===== config.mk =====
export PLATFORM = sky130hd
export DESIGN_NAME = multicycle_control
export DESIGN_NICKNAME = d
export VERILOG_FILES = /design/src/rtl/mc_pkg.sv /design/src/rtl/mc_next_state.sv /design/src/rtl/multicycle_control.sv
export SDC_FILE = /design/constraint.sdc
export NUM_CORES = 1
export LEC_CHECK = 0
export ABC_AREA = 1
export CORE_MARGIN = 1
export CORE_UTILIZATION = 35
export DETAILED_ROUTE_END_ITERATION = 16
export PLACE_DENSITY = 0.8
export SLEW_MARGIN = 20
export SYNTH_ARGS = -nofsm -noshare
export SYNTH_HDL_FRONTEND = slang
export SYNTH_SLANG_ARGS = --single-unit

===== constraint.sdc =====
create_clock -name clk -period 1 [get_ports clk]
set_input_delay 0.2 -clock clk [delete_from_list [all_inputs] [get_ports clk]]
set_output_delay 0.2 -clock clk [all_outputs]
set_load 0.02 [all_outputs]

===== src/rtl/mc_pkg.sv =====
// mc_pkg: shared constants for the multicycle control FSM.
//   - 4-bit state codes (FETCH..HALT); codes 13-15 are unused.
//   - Opcode values for the supported MIPS subset (IR[31:26]).
//   - Encodings for the ALUSrcB, ALUOp and PCSource mux selects.
package mc_pkg;

    // State codes; these values appear directly on the STATE port.
    localparam logic [3:0] FETCH  = 4'd0;
    localparam logic [3:0] DECODE = 4'd1;
    localparam logic [3:0] MEMADR = 4'd2;
    localparam logic [3:0] MEMRD  = 4'd3;
    localparam logic [3:0] MEMWB  = 4'd4;
    localparam logic [3:0] MEMWR  = 4'd5;
    localparam logic [3:0] EXEC   = 4'd6;
    localparam logic [3:0] RWB    = 4'd7;
    localparam logic [3:0] BRANCH = 4'd8;
    localparam logic [3:0] JUMP   = 4'd9;
    localparam logic [3:0] ADDIEX = 4'd10;
    localparam logic [3:0] ADDIWB = 4'd11;
    localparam logic [3:0] HALT   = 4'd12;

    // Opcodes
    localparam logic [5:0] OP_RTYPE = 6'b000000;
    localparam logic [5:0] OP_LW    = 6'b100011;
    localparam logic [5:0] OP_SW    = 6'b101011;
    localparam logic [5:0] OP_BEQ   = 6'b000100;
    localparam logic [5:0] OP_BNE   = 6'b000101;
    localparam logic [5:0] OP_ADDI  = 6'b001000;
    localparam logic [5:0] OP_J     = 6'b000010;

    // ALU B input select
    localparam logic [1:0] SRCB_B      = 2'b00;
    localparam logic [1:0] SRCB_FOUR   = 2'b01;
    localparam logic [1:0] SRCB_IMM    = 2'b10;
    localparam logic [1:0] SRCB_IMM_SH = 2'b11;

    // ALU operation
    localparam logic [1:0] ALUOP_ADD   = 2'b00;
    localparam logic [1:0] ALUOP_SUB   = 2'b01;
    localparam logic [1:0] ALUOP_FUNCT = 2'b10;

    // PC source select
    localparam logic [1:0] PCSRC_ALU    = 2'b00;
    localparam logic [1:0] PCSRC_ALUOUT = 2'b01;
    localparam logic [1:0] PCSRC_JUMP   = 2'b10;

endpackage


===== src/rtl/mc_next_state.sv =====
// mc_next_state: purely combinational next-state function of the
// multicycle control FSM.
//   state      in   current state code
//   opcode     in   IR[31:26]
//   mem_ready  in   unified memory finished the current access
//   next_state out  state to load on the next rising edge
module mc_next_state
    import mc_pkg::*;
#(
    parameter int OP_W    = 6,
    parameter int STATE_W = 4
) (
    input  logic [STATE_W-1:0] state,
    input  logic [OP_W-1:0]    opcode,
    input  logic               mem_ready,
    output logic [STATE_W-1:0] next_state
);

    always_comb begin
        next_state = FETCH;
        case (state)
            // Memory-access states hold until the memory completes.
            FETCH:  next_state = mem_ready ? DECODE : FETCH;
            DECODE: begin
                case (opcode)
                    OP_RTYPE:       next_state = EXEC;
                    OP_LW, OP_SW:   next_state = MEMADR;
                    OP_BEQ, OP_BNE: next_state = BRANCH;
                    OP_J:           next_state = JUMP;
                    OP_ADDI:        next_state = ADDIEX;
                    default:        next_state = HALT;
                endcase
            end
            MEMADR: next_state = (opcode == OP_LW) ? MEMRD : MEMWR;
            MEMRD:  next_state = mem_ready ? MEMWB : MEMRD;
            MEMWB:  next_state = FETCH;
            MEMWR:  next_state = mem_ready ? FETCH : MEMWR;
            EXEC:   next_state = RWB;
            RWB:    next_state = FETCH;
            BRANCH: next_state = FETCH;
            JUMP:   next_state = FETCH;
            ADDIEX: next_state = ADDIWB;
            ADDIWB: next_state = FETCH;
            HALT:   next_state = HALT;
            default: next_state = FETCH;
        endcase
    end

endmodule


===== src/rtl/multicycle_control.sv =====
// multicycle_control: Moore main control FSM for the multicycle MIPS-subset
// CPU. Holds the state register and decodes datapath controls from it.
//   clk, rst            clock; synchronous active-high reset
//   OPCODE              IR[31:26]
//   mem_ready           unified memory access complete
//   STATE               current state (0 while rst is high)
//   PCWrite, PCWriteCond, PCWriteCondNE, IorD, MemRead, MemWrite, IRWrite,
//   MemtoReg, RegDst, RegWrite, ALUSrcA, ALUSrcB, ALUOp, PCSource
//                       datapath enables and mux selects
//   illegal             high while halted on an unsupported opcode
module multicycle_control
    import mc_pkg::*;
#(
    parameter int OP_W    = 6,
    parameter int STATE_W = 4
) (
    input  logic               clk,
    input  logic               rst,
    input  logic [OP_W-1:0]    OPCODE,
    input  logic               mem_ready,
    output logic [STATE_W-1:0] STATE,
    output logic               PCWrite,
    output logic               PCWriteCond,
    output logic               PCWriteCondNE,
    output logic               IorD,
    output logic               MemRead,
    output logic               MemWrite,
    output logic               IRWrite,
    output logic               MemtoReg,
    output logic               RegDst,
    output logic               RegWrite,
    output logic               ALUSrcA,
    output logic [1:0]         ALUSrcB,
    output logic [1:0]         ALUOp,
    output logic [1:0]         PCSource,
    output logic               illegal
);

    logic [STATE_W-1:0] state_q;
    logic [STATE_W-1:0] state_d;
    logic [STATE_W-1:0] cur_state;

    mc_next_state #(
        .OP_W    (OP_W),
        .STATE_W (STATE_W)
    ) u_next_state (
        .state      (state_q),
        .opcode     (OPCODE),
        .mem_ready  (mem_ready),
        .next_state (state_d)
    );

    always_ff @(posedge clk) begin
        if (rst) begin
            state_q <= FETCH;
        end else begin
            state_q <= state_d;
        end
    end

    // While rst is high the FSM presents as FETCH, so STATE reads 0 even
    // before the first reset edge has loaded the register.
    assign cur_state = rst ? FETCH : state_q;
    assign STATE     = cur_state;

    always_comb begin
        PCWrite       = 1'b0;
        PCWriteCond   = 1'b0;
        PCWriteCondNE = 1'b0;
        IorD          = 1'b0;
        MemRead       = 1'b0;
        MemWrite      = 1'b0;
        IRWrite       = 1'b0;
        MemtoReg      = 1'b0;
        RegDst        = 1'b0;
        RegWrite      = 1'b0;
        ALUSrcA       = 1'b0;
        ALUSrcB       = SRCB_B;
        ALUOp         = ALUOP_ADD;
        PCSource      = PCSRC_ALU;
        illegal       = 1'b0;

        case (cur_state)
            FETCH: begin
                MemRead  = 1'b1;
                ALUSrcB  = SRCB_FOUR;
                // Gate the loads during a stall so PC+4 is taken once.
                IRWrite  = mem_ready;
                PCWrite  = mem_ready;
            end
            DECODE: begin
                ALUSrcB  = SRCB_IMM_SH;
            end
            MEMADR: begin
                ALUSrcA  = 1'b1;
                ALUSrcB  = SRCB_IMM;
            end
            MEMRD: begin
                MemRead  = 1'b1;
                IorD     = 1'b1;
            end
            MEMWB: begin
                RegWrite = 1'b1;
                MemtoReg = 1'b1;
            end
            MEMWR: begin
                MemWrite = 1'b1;
                IorD     = 1'b1;
            end
            EXEC: begin
                ALUSrcA  = 1'b1;
                ALUOp    = ALUOP_FUNCT;
            end
            RWB: begin
                RegWrite = 1'b1;
                RegDst   = 1'b1;
            end
            BRANCH: begin
                ALUSrcA       = 1'b1;
                ALUOp         = ALUOP_SUB;
                PCSource      = PCSRC_ALUOUT;
                PCWriteCond   = (OPCODE == OP_BEQ);
                PCWriteCondNE = (OPCODE == OP_BNE);
            end
            JUMP: begin
                PCWrite  = 1'b1;
                PCSource = PCSRC_JUMP;
            end
            ADDIEX: begin
                ALUSrcA  = 1'b1;
                ALUSrcB  = SRCB_IMM;
            end
            ADDIWB: begin
                RegWrite = 1'b1;
            end
            HALT: begin
                illegal  = 1'b1;
            end
            default: begin
            end
        endcase

        if (rst) begin
            PCWrite       = 1'b0;
            PCWriteCond   = 1'b0;
            PCWriteCondNE = 1'b0;
            MemRead       = 1'b0;
            MemWrite      = 1'b0;
            IRWrite       = 1'b0;
            RegWrite      = 1'b0;
        end
    end

endmodule


==> results.json, run 1 <==
{
  "cts_max_path_buffers": 2,
  "mappedNetlistNets": 128,
  "ctsHtreeMaxLevel": 1,
  "synth.avg_cell_area_um2": 5.299,
  "status": "aborted with a tool error",
  "gp_congestion": 0.8650,
  "rows": 14,
  "clock_sinks": 4,
  "synth_area_um2": 630.6,
  "yosysMostFrequentCell": "nor2_1",
  "ys_seq_elements": 4,
  "hold_buffers": 0,
  "cts_buffers": 3,
  "synth_top_area_share": 0.1548,
  "yosys-top-cells-area": "nor2_1, nand2_1, dfxtp_1",
  "yosysWarnings": 0,
  "ys.flop_type": "dfxtp_1",
  "die_w_um": 44.45,
  "async_flop_share": 0,
  "portBuffers": 30,
  "yosys.area.top_type": "nor2_1",
  "syn_inst": 119,
  "yosysUniqueCellTypes": 20,
  "placed_area_um2": 1340,
  "start_util": 0.3956,
  "lastStage": "clock tree synthesis (4_1_cts)",
  "cts_root_buf": "clkbuf_4",
  "cts_resized": 174,
  "ys_top_cells_by_count": "nor2_1, nand2_1, inv_1",
  "ys_seq_area_frac": 0.1270,
  "synth_edf_count": 0,
  "cts_setup_buffers": 10,
  "firstError": "[ERROR DPL-0033] detailed placement checks failed during check placement.",
  "io_pins": 31,
  "die_h_um": 44.45,
  "hpwl_mm": 2.077
}
==> stage by stage <==
step / utilization / TNS [ns] / setup WS [ns] / cells
after floorplan: - / -3.138 / -0.4550 / 119
after global placement: 0.8407 / -23.70 / -1.169 / 201
after detailed placement: 0.8407 / -24.85 / -1.262 / 201
==> cells by family after synthesis <==
logic type             count (synthesis)  synth area share
buffers and inverters                 25            0.1587
flip-flops                             4            0.1270
AO/OA/AOI/OAI                         14            0.1310
AND/OR/NAND/NOR                       76            0.5833
==> inputs of run 2 (changes only) <==
CORE_AREA = 2 2 63 65   (was not set)
CORE_MARGIN = not set   (was 1)
CORE_UTILIZATION = not set   (was 35)
DIE_AREA = 0 0 65 67   (was not set)
PLACE_DENSITY = not set   (was 0.8)
PLACE_DENSITY_LB_ADDON = 0.15   (was not set)
clock period = 1.3 ns   (was 1 ns; I/O delays follow)
==> results.json, run 2 <==
{
  "status": "complete, but fails checks",
  "violations": "negative setup slack",
  "hold_depth": 3,
  "fmax_mhz": 631.8,
  "cts_root_buf": "clkbuf_8",
  "finalSetupViolCount": 25,
  "ys_seq_area_frac": 0.1270,
  "largestRegisters": "state_q (4)",
  "ir_drop_mv": 0.8149,
  "grt_max_degree": 9,
  "hold_viol_final": 0,
  "yosys.area.top_type": "nor2_1",
  "drive_gt1_frac": 0.7107,
  "hpwl_mm": 1.916,
  "fin_crit_ns": 1.583,
  "highest_layer": "met3",
  "crit_type": "reg2out",
  "ys.flop_type": "dfxtp_1",
  "rows": 22,
  "cp_num_cells": 7,
  "die_h_um": 67,
  "yosysWarnings": 0,
  "grt_pass1_wl_mm": 4.064,
  "yosysUniqueCellTypes": 20,
  "viasPerCell": 4.053,
  "grt_overflow": 0,
  "largest_reg_flops": 4,
  "wl_per_cell_um": 10.39,
  "mappedNetlistNets": 128,
  "layout_setup_ws_ns": -0.2827,
  "worst_pin_slew_ns": 0.1903,
  "crit_chain": "buf_12, nor2_4, inv_4, nor2_4, nand2_2, nand2_2, buf_6",
  "route.met2.wl_mm": 1.313,
  "finClkSkew_ns": 0.001921,
  "top_register": "state_q",
  "multi_input_area_um2": 684.4,
  "start_util": 0.1749,
  "critPathMaxFanout": 4,
  "fillCellCount": 363,
  "groute.usage.overall": 0.1181,
  "cts_buffers": 3,
  "drtIter0Drc": 13,
  "antenna_cells": 0,
  "yosys-top-cells-area": "nor2_1, nand2_1, dfxtp_1",
  "gp_congestion": 0.8135,
  "cts_tree": "done",
  "synth.avg_cell_area_um2": 5.299,
  "required_ns": 1.04,
  "drv_slew": 0,
  "syn_inst": 119,
  "cpPeakStageDelay_ns": 0.35,
  "layout_commonest_cell": "buf_4",
  "hp-class": "in2reg",
  "r2r_cells": 10,
  "synth_edf_count": 0,
  "fin_crit_sh": 1.217,
  "ff_latch_area_um2": 95.09,
  "grt_pass1_vias": 933,
  "antenna_found_initial": 0,
  "synth_area_um2": 630.6,
  "final_util": 0.4764,
  "dr_wl_met3_um": 123,
  "layout_common_cells": "buf_4, buf_6, nor2_4",
  "core_area_um2": 3606,
  "drt-met1-wl_mm": 1.109,
  "yosysMostFrequentCell": "nor2_1",
  "slew_headroom": 0.8726,
  "finalSetupTns_ns": -3.795,
  "insertion_delay_ns": 0.22,
  "cp_data_arrival_time_ns": 1.32,
  "ant_nets": 0,
  "rsz0062_at_grt": "yes",
  "hold_ws_ns": 0.6083,
  "ys_top_cells_by_count": "nor2_1, nand2_1, inv_1",
  "worstSetupStartpointType": "flip-flop",
  "drt_wl_total_mm": 2.546,
  "portBuffers": 30,
  "syn_to_final_growth_pct": 172.4,
  "clock_sinks": 4,
  "nNetsFinal": 207,
  "async_flop_share": 0,
  "cts_max_path_buffers": 2,
  "dieArea_um2": 4355,
  "ys_seq_elements": 4,
  "leakagePower_nw": 0.8211,
  "synth_top_area_share": 0.1548,
  "crit_family": "simple AND/OR/NAND/NOR gates",
  "finalPower_uw": 850.3,
  "max-cap-violations": 0,
  "die_w_um": 65,
  "io_pins": 31,
  "vias": 993,
  "cpMaxStageDelayCell": "dfxtp_4",
  "drc": 0,
  "cp-end-kind": "output port",
  "dr.pass1.iters": 4,
  "cts.clk_slew.worst_paths_ns": 0.03,
  "cp_num_buf_inv": 3,
  "ctsHtreeMaxLevel": 1,
  "power.density_nw_per_um2": 495.0
}
## run 2: tightest hold or removal path, cell delays in order
cell and delay, ns:
clkdlybuf4s15_2 0.26, buf_4 0.22, a21oi_2 0.04
## run 2: routing by layer
metal	up-vias	global-route usage
met2	21	0.2049
met5	-	0
met1	449	0.1497
li1	523	-
met4	0	0.007979
met3	0	0.03547
## run 2: cells by family after synthesis
kind of cell           count (synthesis)  share of synthesized area
and+or+nand+nor                       76                     0.5833
buffers and inverters                 25                     0.1587
AOI/OAI and AO/OA                     14                     0.1310
DFF                                    4                     0.1270
## run 2: layout make-up
cell class	instances	share of cell area
Multi-Input combinational cell	90	0.3984
Timing Repair Buffer	77	0.4253
Sequential cell	4	0.05535
Inverter	22	0.05972
Tap cell	48	0.03496
Clock buffer	4	0.02622
## run 2: worst paths after layout
kind / slack, ns / endpoint / from
setup / recovery: -0.28 / ALUSrcB[1] / state_q[2]$_SDFF_PP0_
hold / removal: 0.61 / state_q[2]$_SDFF_PP0_ / rst
setup reg to reg: -0.14 / state_q[0]$_SDFF_PP0_ / state_q[3]$_SDFF_PP0_
hold reg to reg: 0.82 / state_q[3]$_SDFF_PP0_ / state_q[3]$_SDFF_PP0_
## run 2: stage by stage
step / area [um^2] / cells / setup WS [ns]
2_1_floorplan: 681.9 / 119 / -0.2150
3_3_place_gp: 1290 / 228 / -0.9388
3_5_place_dp: 1290 / 228 / -0.9640
4_1_cts: 1494 / 239 / -0.2663
5_1_grt: 1718 / 245 / -0.3521
6_report: 1718 / 245 / -0.2827
## run 2: what timing repair did
item,in CTS,in global routing
hold buffers,0,0
endpoints found under the hold margin,0,0
pin swaps,12,16
setup buffers,7,6
resized for setup,160,56
endpoints found under the setup margin,25,26
## run 2: power breakdown
group | internal (mW) | switching [mW] | leakage [nW]
sequential | 0.128 | 0.0116 | 0.0356
clock | 0.210 | 0.0663 | 0.0228
combinational | 0.212 | 0.223 | 0.763
total | 0.550 | 0.301 | 0.821
(Power assumes the default switching activity.)
